### config.mk
export PLATFORM = sky130hd
export DESIGN_NAME = vga_rect_filler_flat
export DESIGN_NICKNAME = d
export VERILOG_FILES = /design/src/rtl/vga_rect_filler_if.sv /design/src/rtl/vga_rect_filler.sv /design/src/flat_wrapper.sv
export SDC_FILE = /design/constraint.sdc
export NUM_CORES = 1
export LEC_CHECK = 0
export CAP_MARGIN = 20
export CELL_PAD_IN_SITES_DETAIL_PLACEMENT = 0
export CELL_PAD_IN_SITES_GLOBAL_PLACEMENT = 1
export CORE_MARGIN = 1.5
export CORE_UTILIZATION = 43
export DETAILED_ROUTE_END_ITERATION = 10
export GPL_ROUTABILITY_DRIVEN = 0
export PLACE_DENSITY_LB_ADDON = 0.15
export SETUP_SLACK_MARGIN = 0.2
export SYNTH_ARGS = -nofsm -noshare
export SYNTH_HDL_FRONTEND = slang
export SYNTH_SLANG_ARGS = --single-unit
### constraint.sdc
create_clock -name clk -period 8.75 [get_ports clk]
set_input_delay 2.625 -clock clk [delete_from_list [all_inputs] [get_ports clk]]
set_output_delay 2.625 -clock clk [all_outputs]
set_load 0.05 [all_outputs]
### src/rtl/vga_rect_filler_if.sv
// Bus bundle for the rectangle filler: CPU register port, SDRAM write master, irq.
// The slave modport is the filler's own view. The master modport is the view of the
// CPU/fabric that drives the register port and answers the write master.
interface vga_rect_filler_if;
    // Register (slave) port
    logic [2:0]  slave_address;
    logic        slave_chipselect;
    logic        slave_write;
    logic [31:0] slave_writedata;
    logic [31:0] slave_readdata;
    // Write master toward SDRAM
    logic [31:0] master_address;
    logic        master_write;
    logic [31:0] master_writedata;
    logic [3:0]  master_byteenable;
    logic        master_waitrequest;
    // Completion interrupt
    logic        irq;

    modport slave (
        input  slave_address, slave_chipselect, slave_write, slave_writedata,
        input  master_waitrequest,
        output slave_readdata,
        output master_address, master_write, master_writedata, master_byteenable,
        output irq
    );

    modport master (
        output slave_address, slave_chipselect, slave_write, slave_writedata,
        output master_waitrequest,
        input  slave_readdata,
        input  master_address, master_write, master_writedata, master_byteenable,
        input  irq
    );
endinterface

### src/rtl/vga_rect_filler.sv
// Fills an axis-aligned rectangle of the RGB565 framebuffer (2 pixels/word) with one colour.
// Latency: go write at N, first master_write at N+3, then 1 word/clk, 1 idle cycle per row.
// Backpressure: master_waitrequest holds address/data/byteenable until the word is accepted.
module vga_rect_filler #(
    parameter int H_RES = 640,
    parameter int V_RES = 480
) (
    input  logic              clk,
    input  logic              reset_n,
    vga_rect_filler_if.slave  bus
);

    localparam logic [10:0] H_LIM  = 11'(H_RES);
    localparam logic [10:0] V_LIM  = 11'(V_RES);
    localparam logic [31:0] STRIDE = 32'(H_RES * 2);

    typedef enum logic [2:0] {
        S_IDLE,
        S_SETUP,
        S_ROW,
        S_WRITE,
        S_DONE
    } state_t;

    state_t state_q, state_d;

    // CPU-visible registers
    logic        irq_en_q,  irq_en_d;
    logic [29:0] fb_base_q, fb_base_d;
    logic [9:0]  x0_q,      x0_d;
    logic [9:0]  y0_q,      y0_d;
    logic [10:0] w_q,       w_d;
    logic [10:0] h_q,       h_d;
    logic [15:0] colour_q,  colour_d;

    // Status
    logic        busy_q,    busy_d;
    logic        done_q,    done_d;
    logic        error_q,   error_d;
    logic        irq_q,     irq_d;

    // Shadow state of the running fill, captured in SETUP
    logic [31:0] row_ptr_q,   row_ptr_d;
    logic [9:0]  xs_q,        xs_d;
    logic [9:0]  xe_q,        xe_d;
    logic [9:0]  xcur_q,      xcur_d;
    logic [10:0] rows_left_q, rows_left_d;
    logic [3:0]  first_be_q,  first_be_d;
    logic [3:0]  last_be_q,   last_be_d;
    logic [15:0] sh_colour_q, sh_colour_d;

    // Registered master outputs
    logic [31:0] m_addr_q,  m_addr_d;
    logic        m_write_q, m_write_d;
    logic [31:0] m_wdata_q, m_wdata_d;
    logic [3:0]  m_be_q,    m_be_d;

    // Geometry derived from the live registers, only consumed in SETUP
    logic        reg_wr;
    logic        go;
    logic [10:0] x0_ext;
    logic [10:0] y0_ext;
    logic        reject;
    logic [10:0] w_room;
    logic [10:0] h_room;
    logic [10:0] w_clip;
    logic [10:0] h_clip;
    logic [10:0] x_last;
    logic [31:0] row_base;

    // Halfword enables for a word: trim the leading pixel on the first word and the
    // trailing pixel on the last word; a one-word row gets both trims.
    function automatic logic [3:0] be_at(
        input logic [9:0] idx,
        input logic [9:0] xs,
        input logic [9:0] xe,
        input logic [3:0] first_be,
        input logic [3:0] last_be
    );
        logic [3:0] be;
        be = 4'b1111;
        if (idx == xs) be = be & first_be;
        if (idx == xe) be = be & last_be;
        return be;
    endfunction

    // Rectangle validation, clipping to the frame and first-row address
    always_comb begin
        x0_ext   = {1'b0, x0_q};
        y0_ext   = {1'b0, y0_q};
        reject   = (x0_ext >= H_LIM) || (y0_ext >= V_LIM) || (w_q == 11'd0) || (h_q == 11'd0);
        w_room   = H_LIM - x0_ext;
        h_room   = V_LIM - y0_ext;
        w_clip   = (w_q < w_room) ? w_q : w_room;
        h_clip   = (h_q < h_room) ? h_q : h_room;
        x_last   = x0_ext + w_clip - 11'd1;
        row_base = {fb_base_q, 2'b00} + 32'(y0_q) * STRIDE;
    end

    // Register writes and the fill sequencer
    always_comb begin
        state_d     = state_q;
        irq_en_d    = irq_en_q;
        fb_base_d   = fb_base_q;
        x0_d        = x0_q;
        y0_d        = y0_q;
        w_d         = w_q;
        h_d         = h_q;
        colour_d    = colour_q;
        busy_d      = busy_q;
        done_d      = done_q;
        error_d     = error_q;
        row_ptr_d   = row_ptr_q;
        xs_d        = xs_q;
        xe_d        = xe_q;
        xcur_d      = xcur_q;
        rows_left_d = rows_left_q;
        first_be_d  = first_be_q;
        last_be_d   = last_be_q;
        sh_colour_d = sh_colour_q;
        m_addr_d    = m_addr_q;
        m_write_d   = m_write_q;
        m_wdata_d   = m_wdata_q;
        m_be_d      = m_be_q;

        reg_wr = bus.slave_write & bus.slave_chipselect;
        go     = reg_wr && (bus.slave_address == 3'd0) && bus.slave_writedata[0];

        if (reg_wr) begin
            case (bus.slave_address)
                3'd0: begin
                    irq_en_d = bus.slave_writedata[1];
                    if (bus.slave_writedata[2]) begin
                        done_d  = 1'b0;
                        error_d = 1'b0;
                    end
                end
                3'd1: fb_base_d = bus.slave_writedata[31:2];
                3'd2: begin
                    x0_d = bus.slave_writedata[9:0];
                    y0_d = bus.slave_writedata[25:16];
                end
                3'd3: begin
                    w_d = bus.slave_writedata[10:0];
                    h_d = bus.slave_writedata[26:16];
                end
                3'd4: colour_d = bus.slave_writedata[15:0];
                default: ;
            endcase
        end

        case (state_q)
            S_IDLE: begin
                if (go) begin
                    busy_d  = 1'b1;
                    state_d = S_SETUP;
                end
            end
            S_SETUP: begin
                sh_colour_d = colour_q;
                if (reject) begin
                    error_d = 1'b1;
                    state_d = S_DONE;
                end else begin
                    xs_d        = x0_q >> 1;
                    xe_d        = x_last[10:1];
                    first_be_d  = x0_q[0]   ? 4'b1100 : 4'b1111;
                    last_be_d   = x_last[0] ? 4'b1111 : 4'b0011;
                    rows_left_d = h_clip;
                    row_ptr_d   = row_base;
                    state_d     = S_ROW;
                end
            end
            S_ROW: begin
                m_addr_d  = row_ptr_q + {20'd0, xs_q, 2'b00};
                m_be_d    = be_at(xs_q, xs_q, xe_q, first_be_q, last_be_q);
                m_wdata_d = {sh_colour_q, sh_colour_q};
                m_write_d = 1'b1;
                xcur_d    = xs_q;
                state_d   = S_WRITE;
            end
            S_WRITE: begin
                if (!bus.master_waitrequest) begin
                    if (xcur_q == xe_q) begin
                        m_write_d = 1'b0;
                        if (rows_left_q > 11'd1) begin
                            rows_left_d = rows_left_q - 11'd1;
                            row_ptr_d   = row_ptr_q + STRIDE;
                            state_d     = S_ROW;
                        end else begin
                            state_d = S_DONE;
                        end
                    end else begin
                        xcur_d   = xcur_q + 10'd1;
                        m_addr_d = m_addr_q + 32'd4;
                        m_be_d   = be_at(xcur_q + 10'd1, xs_q, xe_q, first_be_q, last_be_q);
                    end
                end
            end
            S_DONE: begin
                busy_d  = 1'b0;
                done_d  = 1'b1;
                state_d = S_IDLE;
            end
            default: state_d = S_IDLE;
        endcase

        irq_d = done_d & irq_en_d;
    end

    // State, registers and outputs; reset abandons any fill in progress
    always_ff @(posedge clk or negedge reset_n) begin
        if (!reset_n) begin
            state_q     <= S_IDLE;
            irq_en_q    <= 1'b0;
            fb_base_q   <= '0;
            x0_q        <= '0;
            y0_q        <= '0;
            w_q         <= '0;
            h_q         <= '0;
            colour_q    <= '0;
            busy_q      <= 1'b0;
            done_q      <= 1'b0;
            error_q     <= 1'b0;
            irq_q       <= 1'b0;
            row_ptr_q   <= '0;
            xs_q        <= '0;
            xe_q        <= '0;
            xcur_q      <= '0;
            rows_left_q <= '0;
            first_be_q  <= '0;
            last_be_q   <= '0;
            sh_colour_q <= '0;
            m_addr_q    <= '0;
            m_write_q   <= 1'b0;
            m_wdata_q   <= '0;
            m_be_q      <= '0;
        end else begin
            state_q     <= state_d;
            irq_en_q    <= irq_en_d;
            fb_base_q   <= fb_base_d;
            x0_q        <= x0_d;
            y0_q        <= y0_d;
            w_q         <= w_d;
            h_q         <= h_d;
            colour_q    <= colour_d;
            busy_q      <= busy_d;
            done_q      <= done_d;
            error_q     <= error_d;
            irq_q       <= irq_d;
            row_ptr_q   <= row_ptr_d;
            xs_q        <= xs_d;
            xe_q        <= xe_d;
            xcur_q      <= xcur_d;
            rows_left_q <= rows_left_d;
            first_be_q  <= first_be_d;
            last_be_q   <= last_be_d;
            sh_colour_q <= sh_colour_d;
            m_addr_q    <= m_addr_d;
            m_write_q   <= m_write_d;
            m_wdata_q   <= m_wdata_d;
            m_be_q      <= m_be_d;
        end
    end

    // Register readback, decoded from address alone
    always_comb begin
        bus.slave_readdata = 32'd0;
        case (bus.slave_address)
            3'd0: bus.slave_readdata = {28'd0, error_q, done_q, irq_en_q, busy_q};
            3'd1: bus.slave_readdata = {fb_base_q, 2'b00};
            3'd2: bus.slave_readdata = {6'd0, y0_q, 6'd0, x0_q};
            3'd3: bus.slave_readdata = {5'd0, h_q, 5'd0, w_q};
            3'd4: bus.slave_readdata = {16'd0, colour_q};
            default: bus.slave_readdata = 32'd0;
        endcase
    end

    assign bus.master_address    = m_addr_q;
    assign bus.master_write      = m_write_q;
    assign bus.master_writedata  = m_wdata_q;
    assign bus.master_byteenable = m_be_q;
    assign bus.irq               = irq_q;

endmodule

### src/flat_wrapper.sv
// flat-port wrapper written by rule: the top's interface ports become plain ports
module vga_rect_filler_flat 
#(
    parameter int H_RES = 640,
    parameter int V_RES = 480
)
  (clk, reset_n, bus_slave_address, bus_slave_chipselect, bus_slave_write, bus_slave_writedata, bus_master_waitrequest, bus_slave_readdata, bus_master_address, bus_master_write, bus_master_writedata, bus_master_byteenable, bus_irq);
  vga_rect_filler_if bus_i ();
  input  logic clk;
  input  logic reset_n;
  input wire logic [$bits(bus_i.slave_address)-1:0] bus_slave_address;
  input wire logic [$bits(bus_i.slave_chipselect)-1:0] bus_slave_chipselect;
  input wire logic [$bits(bus_i.slave_write)-1:0] bus_slave_write;
  input wire logic [$bits(bus_i.slave_writedata)-1:0] bus_slave_writedata;
  input wire logic [$bits(bus_i.master_waitrequest)-1:0] bus_master_waitrequest;
  output wire logic [$bits(bus_i.slave_readdata)-1:0] bus_slave_readdata;
  output wire logic [$bits(bus_i.master_address)-1:0] bus_master_address;
  output wire logic [$bits(bus_i.master_write)-1:0] bus_master_write;
  output wire logic [$bits(bus_i.master_writedata)-1:0] bus_master_writedata;
  output wire logic [$bits(bus_i.master_byteenable)-1:0] bus_master_byteenable;
  output wire logic [$bits(bus_i.irq)-1:0] bus_irq;
  assign bus_i.slave_address = bus_slave_address;
  assign bus_i.slave_chipselect = bus_slave_chipselect;
  assign bus_i.slave_write = bus_slave_write;
  assign bus_i.slave_writedata = bus_slave_writedata;
  assign bus_i.master_waitrequest = bus_master_waitrequest;
  assign bus_slave_readdata = bus_i.slave_readdata;
  assign bus_master_address = bus_i.master_address;
  assign bus_master_write = bus_i.master_write;
  assign bus_master_writedata = bus_i.master_writedata;
  assign bus_master_byteenable = bus_i.master_byteenable;
  assign bus_irq = bus_i.irq;
  vga_rect_filler #(.H_RES(H_RES), .V_RES(V_RES)) u_core (.clk(clk), .reset_n(reset_n), .bus(bus_i));
endmodule
==> results.ini <==
[timing]
slew_viol_final = 0
finalSetupViolCount = 0
fmax_mhz = 134
worst_pin_slew_ns = 0.888
holdWs_ns = 0.465
setup_tns_ns = 0
period_needed_ns = 7.45
rsz0062_at_grt = no
finalHoldViolCount = 0
fin_worst_skew_ns = 0.0100
relSlewSlack = 0.408
period_share = 0.851

[global_route]
antenna_found_initial = 0
grt_overflow = 0
grt_pass1_wl_mm = 70.7
grt_usage = 0.241
grt_max_degree = 147
grt_pass1_vias = 12567

[pwr]
ir_worst_vdd_uv = 294
p_total_w = 0.00746
powerDensity_mw_per_mm2 = 408
p_leak_nw = 7.79

[floorplan]
die_y_um = 193
die_width_um = 193
initial_core_util = 0.436
core_mm2 = 0.0355
die-area_mm2 = 0.0371
io_pins = 142
rows = 69

[route]
first_pass_iters = 5
wl_per_cell_um = 19.2
detail-route-antenna-nets = 0
viasPerCell = 5.65
drt-total-wl_mm = 44.0
vias = 12939
drt_iter0_markers = 840
drc_errors = 0

[synthesis]
netlist_top_cells_area = dfrtp_1 38%, mux2_2 7.4%, ha_1 6.8%, nand2_1 5.1%, o21ai_0 4.1%
yosys.area.top_type_share = 0.380
synth_fp_nets = 1847
synth_ff_type = dfrtp_1
ys_async_sr_fraction = 1.00
ys_seq_elements = 235
avgSynthCellArea_um2 = 8.99
seq_area_frac_synth = 0.380
synth_edf_count = 0
synth_area_leader_cell = dfrtp_1
ys_types = 82
synth_cells = 1719
netlist_area_mm2 = 0.0155
synth_warnings = 0

[clock_network]
cts_setup_buffers = 0
cts.sinks = 235
cts_tree = done
cts_root_buffer = clkbuf_16
cts_hold_buf = 0
cts_resized = 0
clockBufferDepth = 3
clk_pin_slew_worst_paths_ns = 0.06
numCtsBuffers = 29
clk_latency_ns = 0.55
htree_levels = 1

[critical_path]
end_kind = output pin
cp_max_fo = 19
r2r_start = u_core.x0_q[0]
cp_cell_sequence = clkdlybuf4s50_1 > nor2b_1 > buf_4 > nor2b_1 > and2_1 > buf_12
rrSetupSlack_ns = 3.88
path_buf_inv = 3
crit_slowest_cell = clkdlybuf4s50_1
arrival_ns = 4.82
crit_type = in2out
cp-start-kind = input pin
crit_start = bus_slave_address[0]
critPathMaxStageDelay_ns = 0.74
critPathMostFrequentCell = nor2b_1
path_delay_family = buffers and inverters
cp_data_required_time_ns = 6.12

[finish]
area.growth.synth_to_final_pct = 18.4
fillers = 3328
stdcell_area_mm2 = 0.0183
antenna_cells = 0
drive_gt1_frac = 0.136
final_core_util = 0.516
final_nets = 1938

[placement]
io_buffers = 141
postPlaceCellArea_mm2 = 0.0173
dp_hpwl_mm = 31.9

[flow_run]
maxCapViolCount = 0

[worst_hold_path]
holdCritStartpoint = u_core.sh_colour_q[11]
hold_path_class = reg2reg

[status]
outcome = complete, no violations

-- tightest hold or removal path, delay by kind of cell, from the launching register on --
kind / cells / cell delay [ns]
AND/OR/NAND/NOR: 2 / 0.10
flip-flops: 1 / 0.34
-- registers in the layout (all words and copies together), names as in the netlist, 2 cells and up --
signal,cells
u_core.bus.master_writedata,16
u_core.rows_left_q,11
u_core.sh_colour_q,16
u_core.xs_q,9
u_core.xe_q,10
u_core.last_be_q,2
u_core.h_q,11
u_core.bus.master_byteenable,2
u_core.row_ptr_q,30
u_core.fb_base_q,30
u_core.x0_q,10
u_core.w_q,11
u_core.y0_q,10
u_core.colour_q,16
u_core.state_q,3
u_core.bus.master_address,31
u_core.xcur_q,10
-- cells in the mapped netlist, types with 5 or more instances --
cell	instances
dfrtp_1	235
nand2_1	210
o21ai_0	126
a21oi_1	113
nor2_1	111
mux2_2	102
ha_1	84
inv_1	76
nand3_1	62
xnor2_1	62
xor2_1	46
nor3_1	42
clkbuf_1	41
a22oi_1	28
buf_2	28
mux2i_1	27
buf_4	23
o22ai_1	21
nand4_1	18
nor2b_1	16
o21ai_1	16
a31oi_1	15
and2_1	15
and3_1	15
nor4_1	14
o21a_1	13
a21o_1	10
nand2b_1	10
o211ai_1	10
buf_1	9
a211oi_1	7
o21bai_1	7
o221ai_1	7
or3_1	6
nor3b_1	5
o31ai_1	5
-- metal layers --
| metal | track usage | share of wire |
|---|---|---|
| met3 | 0.0336 | 0.055 |
| met1 | 0.359 | 0.49 |
| met5 | 0 | 0 |
| met4 | 0.0468 | 0.017 |
| met2 | 0.372 | 0.44 |
-- path summary, 6_finish.rpt --
path,to,cells past startpoint
worst max-delay path,bus_slave_readdata[31],6
worst min-delay path,u_core.bus.master_writedata[27],2
worst max register to register,u_core.xe_q[9],22
worst min register to register,u_core.bus.master_writedata[27],2
max in group asynchronous,u_core.y0_q[3],2
min in group asynchronous,u_core.xcur_q[6],1
-- layout by cell type, fill, tap and decap left out, types with 76 or more instances in the layout --
cell and n:
nand2_1 209, dfrtp_1 235, o21ai_0 126, inv_1 76, ha_1 84, nor2_1 109
mux2_2 102, a21oi_1 113, clkdlybuf4s50_1 108
-- kinds of logic after synthesis --
kind of cell | count (synthesis) | share of synthesized area
xor+xnor | 108 | 0.0612
compound gates | 415 | 0.163
fa+ha+maj | 88 | 0.0732
mux | 129 | 0.0918
flops | 235 | 0.380
buf+inv | 181 | 0.0533
simple gates | 563 | 0.177
-- report_power, final --
part	switching [W]	internal, W
Sequential	0.000617	0.00151
Clock	0.000483	0.000772
Combinational	0.00246	0.00162
Total	0.00356	0.00390
-- cell type report --
cell class,count,area (um2),share of cell area
multi-input cells,1303,8770,0.479
clock buffers,39,823,0.0450
well taps,461,577,0.0315
flip-flops and latches,235,5880,0.321
inverters,76,285,0.0156
repair buffers,165,1800,0.0986
clock inverters,12,169,0.00923
-- per-stage QoR --
stage	setup slack, ns	instances
finish	1.30	2291
global placement	1.29	2240
floorplan	1.60	1719
CTS	1.25	2291
detailed placement	1.26	2240
global route	1.18	2291
Note: power is estimated with default switching activity, not from simulation.
